<file path="config.mk">
export PLATFORM = sky130hd
export DESIGN_NAME = bram_fifo
export DESIGN_NICKNAME = d
export VERILOG_FILES = /design/src/rtl/fifo_pkg.sv /design/src/rtl/bram.sv /design/src/rtl/bram_fifo.sv
export SDC_FILE = /design/constraint.sdc
export NUM_CORES = 1
export LEC_CHECK = 0
export BUFFER_PORTS_ARGS = -buffer_cell sky130_fd_sc_hd__buf_2
export CORE_AREA = 2 2 143 145
export CTS_CLUSTER_SIZE = 14
export DETAILED_ROUTE_END_ITERATION = 16
export DIE_AREA = 0 0 145 147
export PLACE_DENSITY = 0.73
export SLEW_MARGIN = 20
export SYNTH_ARGS = -nofsm -noshare
export SYNTH_HDL_FRONTEND = slang
export SYNTH_SLANG_ARGS = --single-unit
</file>
<file path="constraint.sdc">
create_clock -name clk -period 5 [get_ports clk]
set_input_delay 0.25 -clock clk [delete_from_list [all_inputs] [get_ports clk]]
set_output_delay 0.25 -clock clk [all_outputs]
set_load 0.03 [all_outputs]
</file>
<file path="src/rtl/fifo_pkg.sv">
// -----------------------------------------------------------------------------
// fifo_pkg
// Shared sizing helpers and defaults for the BRAM-backed FIFO family.
//   fifo_depth(aw)       : number of RAM entries for an aw-bit address
//   fifo_count_width(aw) : bits needed to hold an occupancy of 0..depth
//   AFULL_MARGIN         : default distance from full at which almost_full rises
// -----------------------------------------------------------------------------
package fifo_pkg;

    localparam int AFULL_MARGIN = 2;

    function automatic int fifo_depth(input int addr_width);
        return 1 << addr_width;
    endfunction

    // One extra bit beyond the address so that "full" (count == depth) is
    // representable and distinct from "empty".
    function automatic int fifo_count_width(input int addr_width);
        return addr_width + 1;
    endfunction

endpackage

</file>
<file path="src/rtl/bram.sv">
// -----------------------------------------------------------------------------
// bram
// Simple dual-port RAM: one write port, one read port with a registered read
// address. Read data is mem[raddr latched at the last edge]. A write and an
// address latch to the same location on the same edge return the new word
// (write-first), because the read is taken from the array after the edge.
//
// Ports:
//   clk   in               : rising-edge clock
//   we    in               : write enable
//   waddr in  ADDR_WIDTH   : write address
//   din   in  DATA_WIDTH   : write data
//   raddr in  ADDR_WIDTH   : read address, latched every edge
//   dout  out DATA_WIDTH   : mem[latched raddr]
// -----------------------------------------------------------------------------
module bram
    import fifo_pkg::*;
#(
    parameter int ADDR_WIDTH = 3,
    parameter int DATA_WIDTH = 32
) (
    input  logic                  clk,
    input  logic                  we,
    input  logic [ADDR_WIDTH-1:0] waddr,
    input  logic [DATA_WIDTH-1:0] din,
    input  logic [ADDR_WIDTH-1:0] raddr,
    output logic [DATA_WIDTH-1:0] dout
);

    localparam int DEPTH = fifo_depth(ADDR_WIDTH);

    logic [DATA_WIDTH-1:0] mem_q [DEPTH];
    logic [ADDR_WIDTH-1:0] raddr_q;

    // NOTE: the array and its address register carry no reset; a reset would
    // stop the array mapping onto block RAM, and the FIFO never exposes
    // unwritten entries because out_valid follows the occupancy count.
    always_ff @(posedge clk) begin
        if (we) begin
            mem_q[waddr] <= din;
        end
        raddr_q <= raddr;
    end

    assign dout = mem_q[raddr_q];

endmodule

</file>
<file path="src/rtl/bram_fifo.sv">
// -----------------------------------------------------------------------------
// bram_fifo
// First-word-fall-through FIFO around the two-port bram. The read address fed
// to the RAM is the value rd_ptr will hold after the current edge, so the RAM's
// registered read always lands on the head entry and out_data needs no bypass.
//
// Optional feature: define BRAM_FIFO_HWM_EN to add the max_count high-water
// mark port (cleared only by rst, not by flush).
//
// Ports:
//   clk          in                : rising-edge clock
//   rst          in                : asynchronous active-high reset
//   flush        in                : synchronous empty; discards same-cycle push/pop
//   in_valid     in                : producer offers in_data
//   in_ready     out               : FIFO not full
//   in_data      in  DATA_WIDTH    : word to write
//   out_valid    out               : FIFO not empty, out_data is the head
//   out_ready    in                : consumer takes the head
//   out_data     out DATA_WIDTH    : head word
//   count        out ADDR_WIDTH+1  : occupancy 0..DEPTH
//   almost_full  out               : count >= AFULL_THRESH
//   max_count    out ADDR_WIDTH+1  : high-water mark (BRAM_FIFO_HWM_EN only)
// -----------------------------------------------------------------------------
module bram_fifo
    import fifo_pkg::*;
#(
    parameter int ADDR_WIDTH   = 3,
    parameter int DATA_WIDTH   = 32,
    parameter int AFULL_THRESH = fifo_depth(ADDR_WIDTH) - AFULL_MARGIN
) (
    input  logic                  clk,
    input  logic                  rst,
    input  logic                  flush,
    input  logic                  in_valid,
    output logic                  in_ready,
    input  logic [DATA_WIDTH-1:0] in_data,
    output logic                  out_valid,
    input  logic                  out_ready,
    output logic [DATA_WIDTH-1:0] out_data,
    output logic [ADDR_WIDTH:0]   count,
    output logic                  almost_full
`ifdef BRAM_FIFO_HWM_EN
    ,
    output logic [ADDR_WIDTH:0]   max_count
`endif
);

    localparam int CW = fifo_count_width(ADDR_WIDTH);
    localparam logic [CW-1:0]         FULL_COUNT = CW'(fifo_depth(ADDR_WIDTH));
    localparam logic [CW-1:0]         CNT_ONE    = CW'(1);
    localparam logic [ADDR_WIDTH-1:0] PTR_ONE    = ADDR_WIDTH'(1);

    logic [ADDR_WIDTH-1:0] wr_ptr_q, wr_ptr_d;
    logic [ADDR_WIDTH-1:0] rd_ptr_q, rd_ptr_d;
    logic [CW-1:0]         count_q,  count_d;
    logic                  push, pop;

    // Full/empty come from the count alone; pointer equality is ambiguous.
    assign in_ready    = (count_q != FULL_COUNT);
    assign out_valid   = (count_q != '0);
    assign almost_full = (int'(count_q) >= AFULL_THRESH);
    assign count       = count_q;

    assign push = in_valid  && in_ready;
    assign pop  = out_valid && out_ready;

    // NOTE: every output of this block is given a default before any branch,
    // so no path leaves a signal unassigned and no latch is inferred.
    always_comb begin
        wr_ptr_d = wr_ptr_q;
        rd_ptr_d = rd_ptr_q;
        count_d  = count_q;
        if (flush) begin
            wr_ptr_d = '0;
            rd_ptr_d = '0;
            count_d  = '0;
        end else begin
            if (push) wr_ptr_d = wr_ptr_q + PTR_ONE;
            if (pop)  rd_ptr_d = rd_ptr_q + PTR_ONE;
            unique case ({push, pop})
                2'b10:   count_d = count_q + CNT_ONE;
                2'b01:   count_d = count_q - CNT_ONE;
                default: count_d = count_q;
            endcase
        end
    end

    // NOTE: state registers use non-blocking assignments so every flop samples
    // the pre-edge values regardless of evaluation order.
    always_ff @(posedge clk or posedge rst) begin
        if (rst) begin
            wr_ptr_q <= '0;
            rd_ptr_q <= '0;
            count_q  <= '0;
        end else begin
            wr_ptr_q <= wr_ptr_d;
            rd_ptr_q <= rd_ptr_d;
            count_q  <= count_d;
        end
    end

`ifdef BRAM_FIFO_HWM_EN
    logic [CW-1:0] max_count_q;

    // Flush drives count_d to zero, which never exceeds the mark, so only
    // rst clears it.
    always_ff @(posedge clk or posedge rst) begin
        if (rst) begin
            max_count_q <= '0;
        end else if (count_d > max_count_q) begin
            max_count_q <= count_d;
        end
    end

    assign max_count = max_count_q;
`endif

    // The RAM is handed the post-edge read pointer (0 on flush, rd_ptr+1 on a
    // pop, else rd_ptr) so that after its registered read dout is the head.
    bram #(
        .ADDR_WIDTH (ADDR_WIDTH),
        .DATA_WIDTH (DATA_WIDTH)
    ) u_bram (
        .clk   (clk),
        .we    (push),
        .waddr (wr_ptr_q),
        .din   (in_data),
        .raddr (rd_ptr_d),
        .dout  (out_data)
    );

endmodule

</file>
==> results.json, run 1 <==
{
  "min_path_cells": 1,
  "tightest_slew_ns": 1.070,
  "yosys_warnings": 0,
  "first_global_vias": 5416,
  "hpwl_mm": 10.93,
  "min_path_type": "input port to register",
  "grt_pass1_wl_mm": 31.04,
  "arrival_ns": 3.03,
  "path_cells": "buf_4, mux4_2, mux2_2, buf_2",
  "diodes": 0,
  "post-route-cell-area_um2": 12220,
  "status": "finished clean",
  "syn-instance-count": 462,
  "die_h_um": 147,
  "min-delay-start": "in_data[5]",
  "rsz0062_at_grt": "false",
  "synth_area_per_cell_um2": 22.45,
  "pwr-share-comb_pct": 17.8,
  "fmax_ghz": 0.3050,
  "clock_power_share_pct": 37.1,
  "yosys.cell_types.count": 36,
  "initial_utilization_pct": 52.27,
  "min_period_ns": 3.279,
  "maxSlewHeadroom_pct": 28.69,
  "max-cap-violations": 0,
  "synth_seq_area_share_pct": 77.10,
  "clk_pin_slew_ns": 0.06,
  "drtPass1Iterations": 5,
  "power_switching_share_pct": 25.26,
  "die_w_um": 145,
  "finalClockSkew_ns": 0.008782,
  "total_power_mw": 6.029,
  "worstHoldEndpoint": "u_bram.mem_q[0][5]",
  "cts_inserted_buffers": 27,
  "finalNonFillerCells": 852,
  "htree_num_levels": 1,
  "io_buffers": 75,
  "num_rows": 52,
  "drive_gt1_share_pct": 41.07,
  "die_area_um2": 21320,
  "drtIter0Drc": 436,
  "setup_viol": 0,
  "synthFlopType": "edfxtp_1",
  "end_kind": "output port",
  "synthArstFlopShare_pct": 3.717,
  "yosysTopAreaCell": "edfxtp_1",
  "critPathMaxFanout": 47,
  "root_buffer": "clkbuf_16",
  "synth_edf_count": 256,
  "post_cts_buffers": 0,
  "syn_nets": 503,
  "clock_sinks": 269,
  "rr_endpoint": "u_bram.mem_q[6][21]",
  "place_congestion": 0.7401,
  "seq_power_share_pct": 45.1,
  "nNetsFinal": 605,
  "vias": 4891,
  "clock_path_buffers": 3,
  "cts_tree": "built",
  "gr-usage-all-layers_pct": 19.12,
  "crit_path_start_kind": "register",
  "grt_max_degree": 48,
  "overflow": 0,
  "reg2reg_depth": 5,
  "p_int_mw": 4.506,
  "coreArea_um2": 19840,
  "placed_cells": 795,
  "clock_latency_ns": 0.51,
  "worstPathRequired_ns": 4.75,
  "placed_cell_area_um2": 11130,
  "antenna_found_initial": 1,
  "critPathKind": "register to output port",
  "r2r_setup_slack_ns": 2.40,
  "ant_nets": 0,
  "drv_slew": 0,
  "io_pins": 76,
  "synth_area_leaders": "edfxtp_1, mux4_2, mux2_2",
  "critPathSlowestCell": "dfxtp_4",
  "hold_violations": 0,
  "netlist.area_leader.share_pct": 74.11,
  "drc_errors": 0,
  "crit_family": "flip-flops",
  "routed_wl_mm": 19.80,
  "r2r-start": "count[1]",
  "powerDensity_nw_per_um2": 493.2,
  "p_leak_nw": 4.010,
  "synth_commonest_cells": "edfxtp_1, mux4_2, mux2_2",
  "finalCritPeriodShare_pct": 65.58,
  "peakVddDrop_mv": 0.4418,
  "viasPerCell": 5.741,
  "cp_slowest_stage_delay_ns": 0.99,
  "syn_area_um2": 10370,
  "switchingPower_mw": 1.523,
  "ys_ff_latch": 269,
  "areaGrowthSynthToFinish_pct": 17.85,
  "fin_setup_tns_ns": 0,
  "avgRoutedWirePerCell_um": 23.24,
  "yosysMostFrequentCell": "edfxtp_1",
  "path_buf_inv": 2
}
## stage by stage
stage	hold slack, ns	setup WS [ns]	utilization (%)
global route	0.01456	1.468	61.60
finish	0.01465	1.721	61.60
CTS	0.0004521	1.592	61.60
global placement	0.2461	2.205	56.08
detailed placement	0.2668	2.168	56.08
floorplan	0.09018	0.8441	-
## registers in the layout, summed over array words and instances, names as in the netlist, named ones only
signal	count
u_bram.mem_q	256
count	4
wr_ptr_q	3
rd_ptr_q	3
## routing by layer
| metal | part of all wire (%) | vias up | wire length (um) | track usage, % |
|---|---|---|---|---|
| li1 | - | 2137 | - | - |
| met1 | 41 | 2549 | 8144 | 25.22 |
| met2 | 51 | 165 | 10150 | 33.29 |
| met3 | 5.3 | 38 | 1041 | 2.981 |
| met4 | 2.3 | 2 | 457 | 5.941 |
| met5 | 0.061 | - | 12 | 0 |
## worst reg2reg max path, delay by kind of cell (launching register included)
kind	cells	cell delay [ns]
AND/OR/NAND/NOR	4	1.30
flip-flops	1	0.53
buffers and inverters	1	0.43
## power groups by stage
| stage | sequential (mW) | clock, mW | combinational [mW] |
|---|---|---|---|
| after floorplan | 2.67 | 0 | 0.877 |
| after global placement | 2.76 | 0 | 1.05 |
| after detailed placement | 2.77 | 0 | 1.07 |
| after CTS | 2.73 | 2.28 | 1.09 |
| after global routing | 2.74 | 2.35 | 1.14 |
| final | 2.72 | 2.24 | 1.07 |
## cell type report
class                           count  area [um^2]
Timing Repair Buffer               97        565.5
Multi-Input combinational cell    166         2310
Sequential cell                   269         8004
Clock inverter                     20        320.3
Tap cell                          270        337.8
Fill cell                        1338         7620
Inverter                            3        11.26
Clock buffer                       27        675.6
## worst max path at each step
| stage | start | end | depth (start not counted) |
|---|---|---|---|
| 2_1_floorplan | count[0] | u_bram.mem_q[0][0] | 5 |
| 3_3_place_gp | register | out_data[30] | 4 |
| 3_5_place_dp | register | out_data[2] | 4 |
| 4_1_cts | register | out_data[30] | 4 |
| 5_1_grt | register | out_data[30] | 4 |
| 6_report | register | out_data[7] | 4 |
## placed cells by master, fill, tap and decap left out, drive strengths merged, types with 3 or more instances in the layout
master / Yosys / layout
a21oi: 6 / 6
a31oi: 3 / 3
buf: 11 / 87
bufinv: 0 / 9
clkbuf: 13 / 27
clkinv: 0 / 10
dfrtp: 10 / 10
dfxtp: 3 / 3
dlygate4sd3: 0 / 10
edfxtp: 256 / 256
ha: 4 / 4
inv: 3 / 4
mux2: 32 / 32
mux4: 64 / 64
nand2: 8 / 8
nand2b: 5 / 5
nand3: 5 / 5
nor2: 11 / 11
nor3: 3 / 3
o21ai: 6 / 6
xor2: 4 / 4
## logic make-up after synthesis
kind of cell | share of synthesized area [%]
simple gates | 1.954
xor+xnor | 0.3377
buf+inv | 1.158
fa+ha+maj | 0.4825
flops | 77.10
mux | 17.37
compound gates | 1.592
## timing repair
action / in CTS / in global routing
endpoints found under the hold margin: 78 / 0
gates resized for setup: 0 / 0
hold buffers: 10 / 0
No activity file was read; power rests on OpenSTA's default activity.
==> run 2: changes to the inputs <==
--- a/config.mk
+++ b/config.mk
@@ -10,7 +10,7 @@
 export CTS_CLUSTER_SIZE = 14
 export DETAILED_ROUTE_END_ITERATION = 16
 export DIE_AREA = 0 0 145 147
-export PLACE_DENSITY = 0.73
+export PLACE_DENSITY = 0.76
 export SLEW_MARGIN = 20
 export SYNTH_ARGS = -nofsm -noshare
 export SYNTH_HDL_FRONTEND = slang
==> constraint.sdc (replaced) <==
create_clock -name clk -period 2.8 [get_ports clk]
set_input_delay 0.14 -clock clk [delete_from_list [all_inputs] [get_ports clk]]
set_output_delay 0.14 -clock clk [all_outputs]
set_load 0.03 [all_outputs]
==> run 2 against run 1 <==
Compared with the run above: via count rose by 3.5%; worst setup slack got worse by 1.5 ns; final cell count rose by 4.5%; highest routed layer is now met4; utilization rose by 1.6 points; register-to-register slack got worse by 2.1 ns; critical path type unchanged; sequential power rose by 73%; critical path depth did not move; non-clock buffer count rose by 37; worst hold slack improved by 0.014 ns; clock skew barely moved; critical endpoint is now out_data[12].
==> results.json, run 2 (synthesized netlist as in run 1, its figures left out) <==
{
  "arrival_ns": 2.48,
  "fin_setup_tns_ns": 0,
  "peakVddDrop_mv": 0.5367,
  "clk_pin_slew_ns": 0.06,
  "powerDensity_nw_per_um2": 811.6,
  "utilization_pct": 63.16,
  "die_w_um": 145,
  "place_congestion": 0.7618,
  "path_cells": "buf_12, mux4_2, mux2_2, buf_2",
  "final_common_cell": "edfxtp_1",
  "io_pins": 76,
  "vias": 5060,
  "p_leak_nw": 4.108,
  "grt_max_degree": 33,
  "final_cell_mix": "edfxtp_1, buf_2, mux4_2",
  "maxSlewHeadroom_pct": 36.47,
  "die_area_um2": 21320,
  "worstPathRequired_ns": 2.66,
  "drc_errors": 0,
  "overflow": 0,
  "antenna_found_initial": 0,
  "hold_violations": 0,
  "tightest_slew_ns": 0.9498,
  "ant_nets": 0,
  "hpwl_mm": 11.67,
  "largest_reg_flops": 256,
  "top_register": "u_bram.mem_q",
  "diodes": 0,
  "avgRoutedWirePerCell_um": 22.48,
  "post_cts_buffers": 0,
  "fmax_ghz": 0.3822,
  "root_buffer": "clkbuf_16",
  "register_area_um2": 8004,
  "min_period_ns": 2.616,
  "areaGrowthSynthToFinish_pct": 20.83,
  "cp_slowest_stage_delay_ns": 0.58,
  "clock_sinks": 269,
  "finalCritPeriodShare_pct": 93.44,
  "max-cap-violations": 0,
  "finalClockSkew_ns": 0.009172,
  "critPathSlowestCell": "dfxtp_4",
  "drive_gt1_share_pct": 40.00,
  "clock_latency_ns": 0.52,
  "rsz0062_at_grt": "false",
  "drtPass1Iterations": 4,
  "coreArea_um2": 19840,
  "die_h_um": 147,
  "first_global_vias": 5536,
  "min_path_type": "input port to register",
  "setup_viol": 0,
  "clock_path_buffers": 3,
  "cts_inserted_buffers": 26,
  "multi_input_area_um2": 2326,
  "nNetsFinal": 641,
  "drv_slew": 0,
  "status": "finished clean",
  "drtIter0Drc": 339,
  "routed_wl_mm": 20.01,
  "crit_path_start_kind": "register",
  "gr-usage-all-layers_pct": 19.56,
  "grt_pass1_wl_mm": 31.88,
  "initial_utilization_pct": 52.27,
  "end_kind": "output port",
  "n_fill_cell": 1318,
  "critPathMaxFanout": 30,
  "num_rows": 52,
  "htree_num_levels": 1,
  "viasPerCell": 5.685,
  "critPathKind": "register to output port",
  "io_buffers": 75,
  "cts_tree": "built"
}
run 2: cell types whose count changed in the layout (fill, tap and decap cells not counted):
cell	previous run	this run
dlygate4sd3_1	10	35
bufinv_16	9	1
buf_16	0	5
clkbuf_1	0	5
buf_12	0	4
buf_4	12	15
clkinvlp_4	0	3
clkinv_2	3	5
nor3_2	3	1
nor3_4	0	2
inv_6	1	0
or4_1	1	0
or4_4	0	1
run 2: metal layers:
metal | vias to the layer above | routed length [um] | track usage, %
li1 | 2210 | - | -
met1 | 2627 | 8252 | 26.62
met2 | 194 | 10140 | 33.38
met3 | 29 | 1236 | 3.416
met4 | 0 | 381 | 5.099
met5 | - | 0 | 0
run 2: through the flow:
| step | hold WS, ns | setup slack (ns) | total power, mW | instances | instance area (um^2) |
|---|---|---|---|---|---|
| 4_1_cts | 0.001733 | 0.1196 | 10.25 | 886 | 12430 |
| 3_5_place_dp | 0.1482 | 0.2660 | 6.975 | 803 | 11280 |
| 5_1_grt | 0.007684 | 0.04146 | 10.56 | 890 | 12530 |
| 6_report | 0.02818 | 0.1837 | 10.17 | 890 | 12530 |
| 2_1_floorplan | -0.01982 | -0.4932 | 6.340 | 462 | 10380 |
| 3_3_place_gp | 0.1251 | 0.3241 | 6.898 | 801 | 11220 |
run 2: timing repair:
action | CTS | global route
endpoints found under the setup margin | 0 | 1
hold buffers | 35 | 0
hold endpoints to repair | 277 | 0
gates resized for setup | 0 | 1
run 2: worst max-delay path, delay by kind of cell, from the launching register on:
family   cells  cell delay [ns]
buf+inv      2             0.50
mux          2             0.84
flops        1             0.58
run 2: final timing paths:
path | from | endpoint | slack (ns) | cells after the start
min in group asynchronous | rst | count[3] | 0.15 | 3
max in group asynchronous | rst | wr_ptr_q[2] | 2.36 | 3
worst max-delay path | register | out_data[12] | 0.18 | 4
worst min register to register | wr_ptr_q[0] | wr_ptr_q[0] | 0.57 | 2
worst min-delay path | out_ready | rd_ptr_q[1] | 0.03 | 3
worst max register to register | count[1] | count[3] | 0.26 | 8
run 2: cell type report:
| cell class | instances | area share, % |
|---|---|---|
| clock inverters | 16 | 0.8286 |
| clock buffers | 32 | 5.541 |
| well taps | 270 | 2.695 |
| flip-flops and latches | 269 | 63.86 |
| multi-input cells | 166 | 18.56 |
| repair buffers | 134 | 8.426 |
| inverters | 3 | 0.08985 |
run 2: power breakdown:
part,total [mW],switching (mW),internal [mW]
registers,4.71,0.113,4.60
clock network,3.24,1.39,1.85
logic,2.22,1.24,0.975
total,10.2,2.75,7.43
==> run 3: changes to the inputs <==
==> constraint.sdc (replaced) <==
create_clock -name clk -period 2.8 [get_ports clk]
set_input_delay 0.56 -clock clk [delete_from_list [all_inputs] [get_ports clk]]
set_output_delay 0.56 -clock clk [all_outputs]
set_load 0.03 [all_outputs]
==> run 3 against run 2 <==
Compared with the run above: total power is 3.3% higher; clock skew is 0.0041 ns higher; critical endpoint is now out_data[13]; global-route usage is 0.61 points lower; combinational power is 9.5% higher; sequential power hardly changed; cell area is 1.4% lower; critical path depth is 1 higher; die area stayed put.
==> results.json, run 3 (synthesized netlist as in run 1, its figures left out) <==
{
  "status": "finished clean",
  "initial_utilization_pct": 52.27,
  "grt_max_degree": 37,
  "critPathKind": "register to output port",
  "utilization_pct": 62.30,
  "clock_path_buffers": 3,
  "drv_slew": 0,
  "critPathMaxFanout": 7,
  "worstPathRequired_ns": 2.24,
  "switchingPower_mw": 2.837,
  "top_layer_used": "met4",
  "clock_power_share_pct": 32.4,
  "die_h_um": 147,
  "drive_gt1_share_pct": 43.32,
  "htree_num_levels": 1,
  "pwr-share-comb_pct": 23.1,
  "gr-usage-all-layers_pct": 18.94,
  "coreArea_um2": 19840,
  "max-cap-violations": 0,
  "hold_violations": 0,
  "hpwl_mm": 11.08,
  "cts_inserted_buffers": 27,
  "areaGrowthSynthToFinish_pct": 19.18,
  "powerDensity_nw_per_um2": 850.2,
  "root_buffer": "clkbuf_16",
  "largest_reg_flops": 256,
  "r2r-start": "count[2]",
  "arrival_ns": 2.20,
  "final_cell_mix": "edfxtp_1, mux4_2, buf_2",
  "clock_latency_ns": 0.52,
  "clock_sinks": 269,
  "drtPass1Iterations": 5,
  "overflow": 0,
  "dr_wl_met2_mm": 10.27,
  "drtIter0Drc": 503,
  "cts_tree": "built",
  "min_period_ns": 2.759,
  "reg2reg_depth": 8,
  "power_switching_share_pct": 26.99,
  "peakVddDrop_mv": 0.5818,
  "fmax_ghz": 0.3624,
  "tightest_slew_ns": 1.030,
  "rr_endpoint": "count[3]",
  "place_congestion": 0.7627,
  "finalCritPeriodShare_pct": 98.54,
  "num_rows": 52,
  "cts_hold_buf": 0,
  "routed-wl-met3_mm": 1.286,
  "diodes": 0,
  "vias": 4969,
  "p_int_mw": 7.673,
  "avgRoutedWirePerCell_um": 23.65,
  "min_path_type": "input port to async pin",
  "total_power_mw": 10.51,
  "nNetsFinal": 611,
  "wl_met1_mm": 8.577,
  "clk_pin_slew_ns": 0.06,
  "maxSlewHeadroom_pct": 31.19,
  "finalClockSkew_ns": 0.01327,
  "die_area_um2": 21320,
  "antenna_found_initial": 1,
  "final_common_cell": "edfxtp_1",
  "routed_wl_mm": 20.36,
  "p_leak_nw": 4.052,
  "seq_power_share_pct": 44.5,
  "io_pins": 76,
  "r2r_setup_slack_ns": 0.30,
  "first_global_vias": 5324,
  "setup_viol": 0,
  "endpoint": "out_data[13]",
  "viasPerCell": 5.771,
  "drc_errors": 0,
  "grt_pass1_wl_mm": 30.91,
  "top_register": "u_bram.mem_q",
  "die_w_um": 145,
  "crit_path_start_kind": "register",
  "ant_nets": 0,
  "io_buffers": 75,
  "end_kind": "output port",
  "fin_setup_tns_ns": 0
}
[run 3: cell count changes in the layout (fill, tap and decap cells not counted), moves of 5 or more]
cell,delta
dlygate4sd3_1,-35
buf_2,-13
buf_6,+9
buf_4,+5
[run 3: timing repair]
item	in CTS	in global routing
pin swaps	0	0
gates cloned	0	4
endpoints found under the setup margin	6	29
buffers inserted	0	2
hold endpoints to repair	0	0
resized for setup	10	28
[run 3: cell type report]
class	count	area, um^2
Fill cell	1326	7482
Multi-Input combinational cell	166	2337
Sequential cell	269	8004
Clock inverter	22	165.2
Inverter	3	11.26
Timing Repair Buffer	103	827.0
Clock buffer	28	679.4
Tap cell	270	337.8
[run 3: routing by layer]
metal  track usage (%)  up-vias
li1                  -     2157
met1             26.29     2615
met2             32.43      177
met3             3.012       20
met4             4.059        0
met5                 0        -
[run 3: stage by stage]
step                area [um^2]  worst slack [ns]  instances  hold slack [ns]
finish                    12360           0.04078        861          0.01890
global route              12360          -0.01725        861          0.02766
CTS                       12180         -0.002707        855          0.01728
detailed placement        11300            0.2181        805           0.5598
global placement          11300            0.2519        805           0.5415
floorplan                 10380           -0.4932        462           0.4002
[run 3: worst max-delay path, cell delays in order (launching register included)]
cell and delay [ns]:
dfxtp_4 0.42, buf_12 0.14, clkbuf_16 0.16, mux4_2 0.49
mux2_2 0.29, buf_2 0.18
[run 3: worst min-delay path by stage]
stage,from,end,slack [ns],depth (start not counted)
after floorplan,rst,count[0],0.40,1
after global placement,rd_ptr_q[2],register,0.54,2
after detailed placement,rd_ptr_q[2],register,0.56,2
after CTS,rst,count[0],0.02,2
after global routing,rst,wr_ptr_q[1],0.03,2
final,rst,count[0],0.02,2
[run 3: power by group through the flow]
stage	combinational (mW)	clock, mW	sequential, mW
after floorplan	1.57	0	4.77
after global placement	2.16	0	4.73
after detailed placement	2.19	0	4.75
after CTS	2.25	3.45	4.67
after global routing	2.59	3.62	4.69
final	2.43	3.41	4.68
